`config.mk`:
```
export PLATFORM = sky130hd
export DESIGN_NAME = and_operand_loader
export DESIGN_NICKNAME = d
export VERILOG_FILES = /design/src/rtl/and_operand_loader_pkg.sv /design/src/rtl/sipo_shift.sv /design/src/rtl/and_operand_loader.sv
export SDC_FILE = /design/constraint.sdc
export NUM_CORES = 1
export LEC_CHECK = 0
export CORE_MARGIN = 1.5
export CORE_UTILIZATION = 51
export CTS_CLUSTER_DIAMETER = 40
export DETAILED_ROUTE_END_ITERATION = 6
export GPL_TIMING_DRIVEN = 0
export PLACE_DENSITY = 0.78
export SLEW_MARGIN = 20
export SYNTH_ARGS = -nofsm -noshare
export SYNTH_HDL_FRONTEND = slang
export SYNTH_SLANG_ARGS = --single-unit
```
`constraint.sdc`:
```
create_clock -name clk -period 2.8 [get_ports clk]
set_input_delay 0.56 -clock clk [delete_from_list [all_inputs] [get_ports clk]]
set_output_delay 0.56 -clock clk [all_outputs]
set_load 0.01 [all_outputs]
```
`src/rtl/and_operand_loader_pkg.sv`:
```
// Shared definitions for the 4-bit AND datapath: default operand width and
// the loader state encoding used by both the loader and the AND stage.
package and_operand_loader_pkg;

  localparam int unsigned AND_WIDTH = 4;

  typedef enum logic [1:0] {
    ST_IDLE    = 2'd0,
    ST_LOAD_A  = 2'd1,
    ST_LOAD_B  = 2'd2,
    ST_PRESENT = 2'd3
  } ld_state_e;

  // Bit counter width: one extra bit beyond clog2 so WIDTH itself is representable
  function automatic int unsigned cnt_width(input int unsigned w);
    return $clog2(w) + 1;
  endfunction

endpackage

```
`src/rtl/sipo_shift.sv`:
```
// WIDTH-bit serial-in/parallel-out shift register, MSB first, with
// synchronous clear (priority over enable) and synchronous active-low reset.
module sipo_shift #(
  parameter int unsigned WIDTH = 4
) (
  input  logic             clk,
  input  logic             rst_n,
  input  logic             clr,
  input  logic             en,
  input  logic             din,
  output logic [WIDTH-1:0] q
);

  always_ff @(posedge clk) begin
    if (!rst_n) begin
      q <= '0;
    end else if (clr) begin
      q <= '0;
    end else if (en) begin
      q <= {q[WIDTH-2:0], din};
    end
  end

endmodule

```
`src/rtl/and_operand_loader.sv`:
```
// Serial-to-parallel operand front end for the AND stage: assembles A then B
// from one MSB-first serial line and presents the pair under valid/ready.
module and_operand_loader
  import and_operand_loader_pkg::*;
#(
  parameter int unsigned WIDTH = AND_WIDTH
) (
  input  logic             clk,
  input  logic             rst_n,
  input  logic             start,
  input  logic             ser_in,
  input  logic             ser_valid,
  output logic             ser_ready,
  output logic [WIDTH-1:0] A_out,
  output logic [WIDTH-1:0] B_out,
  output logic             op_valid,
  input  logic             op_ready,
  output logic             busy
);

  localparam int unsigned CW = cnt_width(WIDTH);

  ld_state_e        state_q, state_d;
  logic [CW-1:0]    cnt_q, cnt_d;
  logic [WIDTH-1:0] sh_q;
  logic [WIDTH-1:0] ahold_q;
  logic [WIDTH-1:0] word_c;
  logic             sh_clr, sh_en;
  logic             ahold_ld, out_ld;
  logic             last_bit_c;

  sipo_shift #(.WIDTH(WIDTH)) u_sipo (
    .clk   (clk),
    .rst_n (rst_n),
    .clr   (sh_clr),
    .en    (sh_en),
    .din   (ser_in),
    .q     (sh_q)
  );

  // Full word as it will look after the bit currently on ser_in is shifted in
  assign word_c     = {sh_q[WIDTH-2:0], ser_in};
  assign last_bit_c = (cnt_q == CW'(WIDTH - 1));

  always_ff @(posedge clk) begin
    if (!rst_n) begin
      state_q <= ST_IDLE;
      cnt_q   <= '0;
    end else begin
      state_q <= state_d;
      cnt_q   <= cnt_d;
    end
  end

  always_comb begin
    state_d  = state_q;
    cnt_d    = cnt_q;
    sh_clr   = 1'b0;
    sh_en    = 1'b0;
    ahold_ld = 1'b0;
    out_ld   = 1'b0;
    unique case (state_q)
      ST_IDLE: begin
        if (start) begin
          state_d = ST_LOAD_A;
          cnt_d   = '0;
          sh_clr  = 1'b1;
        end
      end
      ST_LOAD_A: begin
        if (ser_valid) begin
          sh_en = 1'b1;
          if (last_bit_c) begin
            ahold_ld = 1'b1;
            cnt_d    = '0;
            state_d  = ST_LOAD_B;
          end else begin
            cnt_d = cnt_q + CW'(1);
          end
        end
      end
      ST_LOAD_B: begin
        if (ser_valid) begin
          sh_en = 1'b1;
          if (last_bit_c) begin
            out_ld  = 1'b1;
            cnt_d   = '0;
            state_d = ST_PRESENT;
          end else begin
            cnt_d = cnt_q + CW'(1);
          end
        end
      end
      ST_PRESENT: begin
        if (op_ready) begin
          if (start) begin
            state_d = ST_LOAD_A;
            cnt_d   = '0;
            sh_clr  = 1'b1;
          end else begin
            state_d = ST_IDLE;
          end
        end
      end
      default: state_d = ST_IDLE;
    endcase
  end

  // Operand registers and status flags, the latter registered from next state
  always_ff @(posedge clk) begin
    if (!rst_n) begin
      ahold_q   <= '0;
      A_out     <= '0;
      B_out     <= '0;
      op_valid  <= 1'b0;
      ser_ready <= 1'b0;
      busy      <= 1'b0;
    end else begin
      if (ahold_ld) begin
        ahold_q <= word_c;
      end
      if (out_ld) begin
        A_out <= ahold_q;
        B_out <= word_c;
      end
      op_valid  <= (state_d == ST_PRESENT);
      ser_ready <= (state_d == ST_LOAD_A) || (state_d == ST_LOAD_B);
      busy      <= (state_d != ST_IDLE);
    end
  end

endmodule

```
==> Flow_metrics.wiki <==
{| class="wikitable"
! Metric !! Value
|-
| Final setup viols || 0
|-
| Sequential group share of total power || 47.7%
|-
| Top fanout value on the critical path || 8
|-
| Cell area power density || 614 mW/mm^2
|-
| Number of CTS-inserted buffers || 3
|-
| Synth Instances || 118
|-
| Total internal power || 538 uW
|-
| Delay of the slowest cell on the worst path || 540 ps
|-
| Worst slew margin relative to its limit || 69.6%
|-
| Routed length per instance || 12.5 microns
|-
| Gp weighted congestion || 0.766
|-
| Aggregate global routing overflow || 0
|-
| First-pass GRT wire length || 3660 microns
|-
| Total track usage || 19.3%
|-
| Post-synth top flop || dfxtp_1
|-
| Final worst setup slack || 616 ps
|-
| Synthesis-stage register bit count || 23
|-
| Quantity of I/O buffers inserted on ports || 15
|-
| Antenna violations before repair || 0
|-
| Maximum clock rate || 458 MHz
|-
| Slew of the pin with the lowest slew margin || 456 ps
|-
| Gates resized, CTS repair || 0
|-
| Hold path endpoint || A_out[3]$_SDFFE_PN0P_
|-
| I/O pin total || 17
|-
| Cell type contributing the most total cell area after synthesis || dfxtp_1
|-
| Worst-case setup slack after placement || 407 ps
|-
| CTS Root Buffer Type || clkbuf_4
|-
| Post-CTS Repair Setup Buffers || 0
|-
| Category of the worst setup path capture point || flip-flop
|-
| Min-Delay Startpoint || A_out[3]$_SDFFE_PN0P_
|-
| RSZ-0062 raised after global routing || false
|-
| Final hold violation count || 0
|-
| Initial core utilization || 54.2%
|-
| Number of distinct library cells after synthesis || 30
|-
| Via count || 869
|-
| Final Cycle Share || 78.0%
|-
| HPWL reported at the end of detailed placement || 1510 microns
|-
| Cell-by-cell trace of the critical path || inv_1, ha_1, clkbuf_2, o21ai_0, a31oi_1, or4_1, ha_1, and2_1
|-
| First-pass DRT Iterations || 4
|-
| Drt initial violations || 16
|-
| Mean instance size in the synthesized netlist || 9.10 sq um
|-
| Total Neg Setup Slack || 0 ps
|-
| Hold Path Stages || 2
|-
| Crit path max-delay family || simple AND/OR/NAND/NOR gates
|-
| Maximum capacitance violations || 0
|-
| Count of H-tree levels built during CTS || 1
|-
| Worst skew pair latency || 300 ps
|-
| Worst R2R Setup Slack || 620 ps
|-
| Chip Height || 48.9 microns
|-
| Crit path launch type || flip-flop
|-
| Power share of the clock group || 19.1%
|-
| Final setup skew || 2.16 ps
|-
| Slowest stage cell on the critical path || or4_1
|-
| Post-Syn Nets || 132
|-
| Clock sink count || 23
|-
| Most frequent cell on the critical path || ha_1
|-
| Setup CP Type || flip-flop to flip-flop
|-
| Worst vdd rail ir drop || 0.439 mV
|-
| Number of buffers between clock root and the deepest sink || 2
|-
| Area inside the core boundary || 0.00198 sq mm
|-
| Number of buffer and inverter stages on the critical path || 2
|-
| Worst path required time || 3020 ps
|-
| Status || finished clean
|-
| Cts-stage hold buffer count || 0
|-
| Vias per cell || 5.30
|-
| Count of warnings emitted by yosys || 0
|-
| Top post-synthesis cells by area || dfxtp_1, ha_1, nand2_1, a21oi_1, mux2i_1
|-
| Final wirelength || 2040 microns
|-
| Leading post-synthesis cells by instance count || dfxtp_1, nand2_1, a21oi_1
|-
| Antenna-violating nets left || 0
|-
| Clock-pin transition on the worst setup and hold timing paths || 130 ps
|-
| Area share of the leading cell type in the synthesized netlist || 42.9%
|-
| Min Tclk post-route || 2180 ps
|-
| Pins Over Slew Limit || 0
|-
| Switching Fraction || 31.9%
|-
| Post-synth EDFFs || 0
|-
| Leak pwr || 0.000537 uW
|-
| Fraction of synthesis flops using an asynchronous set or reset pin || 0%
|-
| Die outline width || 48.9 microns
|-
| Floorplan row count || 16
|-
| Total standard cell area after synthesis || 0.00107 sq mm
|-
| CP Data Arrival Time || 2400 ps
|-
| Worst r2r dst || op_valid$_SDFF_PN0_
|-
| Worst flop-to-flop path startpoint || state_q[0]$_SDFF_PN0_
|-
| Number of inserted diodes || 0
|-
| Logic pwr share || 33.2%
|-
| Vias in the first global route || 834
|-
| Area growth syn-to-layout || 19.7%
|-
| Net switching power || 252 uW
|-
| Die area || 0.00239 sq mm
|-
| Maximum number of pins on one net before global-route repair || 14
|-
| Cells on worst reg2reg path || 8
|-
| Path class of the lowest-slack min-delay path || flip-flop to flip-flop
|-
| Drc violations || 0
|-
| Share of layout cells above drive strength 1 || 6.57%
|-
| CTS tree || yes
|-
| Top-count cell post-synth || dfxtp_1
|-
| Number of nets in the finished design || 152
|-
| Sequential cell area fraction in the yosys report || 42.9%
|}
[metrics by stage]
stage | cells | total power (uW) | instance area [sq um] | hold slack (ps) | util (%)
6_report | 164 | 789 | 1280 | 462 | 64.8
5_1_grt | 164 | 841 | 1280 | 492 | 64.8
4_1_cts | 164 | 796 | 1280 | 465 | 64.8
3_5_place_dp | 160 | 642 | 1260 | 447 | 63.4
3_3_place_gp | 160 | 630 | 1260 | 441 | 63.4
2_1_floorplan | 118 | 566 | 1070 | 432 | -
[per-layer routing]
layer | share of wire [%] | up-vias | track usage (%) | wire length, microns
met3 | 2.5 | 0 | 4.60 | 51
met4 | 0 | 0 | 3.81 | 0
li1 | - | 451 | - | -
met2 | 51 | 12 | 34.0 | 1040
met1 | 47 | 406 | 24.1 | 953
met5 | 0 | - | 0 | 0
[worst max path at each step]
stage                                startpoint                  end  cells past startpoint
after floorplan           state_q[0]$_SDFF_PN0_  op_valid$_SDFF_PN0_                      8
after global placement                 op_ready  op_valid$_SDFF_PN0_                      6
after CTS                 state_q[0]$_SDFF_PN0_  op_valid$_SDFF_PN0_                      8
final                     state_q[0]$_SDFF_PN0_  op_valid$_SDFF_PN0_                      8
after global routing      state_q[0]$_SDFF_PN0_  op_valid$_SDFF_PN0_                      8
after detailed placement               op_ready  op_valid$_SDFF_PN0_                      6
[layout by cell type (no fill, tap or decap), types with 4 or more instances in the layout]
master / instances
o21ai_0: 5
clkdlybuf4s50_1: 15
ha_1: 8
inv_1: 4
a21oi_1: 14
dfxtp_1: 23
nand2_1: 20
mux2i_1: 6
nor2_1: 6
[cell type report]
| type | instances | area, sq um |
|---|---|---|
| fillers | 177 | 697 |
| multi-input cells | 86 | 567 |
| flip-flops and latches | 23 | 460 |
| repair buffers | 15 | 150 |
| well taps | 27 | 33.8 |
| plain buffers | 5 | 31.3 |
| clock buffers | 3 | 22.5 |
| inverters | 4 | 15.0 |
| clock inverters | 1 | 5.00 |
[cells by family after synthesis]
logic type      count (synthesis)  synth area share [%]
compound gates                 26                  14.6
fa+ha+maj                       8                  9.32
buf+inv                         9                  4.31
flops                          23                  42.9
mux                             6                  5.59
simple gates                   46                  23.3
[power by group through the flow]
stage / Clock, uW / Combinational, uW / Sequential [uW]
after floorplan: 0 / 179 / 387
after global placement: 0 / 248 / 382
after detailed placement: 0 / 258 / 383
after CTS: 158 / 262 / 376
after global routing: 165 / 296 / 380
final: 151 / 262 / 377
[state kept, by name (all words and copies together) (netlist names)]
| register | flops |
|---|---|
| ser_ready | 1 |
| ahold_q | 4 |
| state_q | 2 |
| busy | 1 |
| op_valid | 1 |
| u_sipo.q | 3 |
| A_out | 4 |
| B_out | 4 |
| cnt_q | 3 |
[worst min-delay path: stages, from the launching register on]
cell,delay (ps)
dfxtp_1,330
nand2_1,50
a21oi_1,50
(Power assumes the default switching activity.)
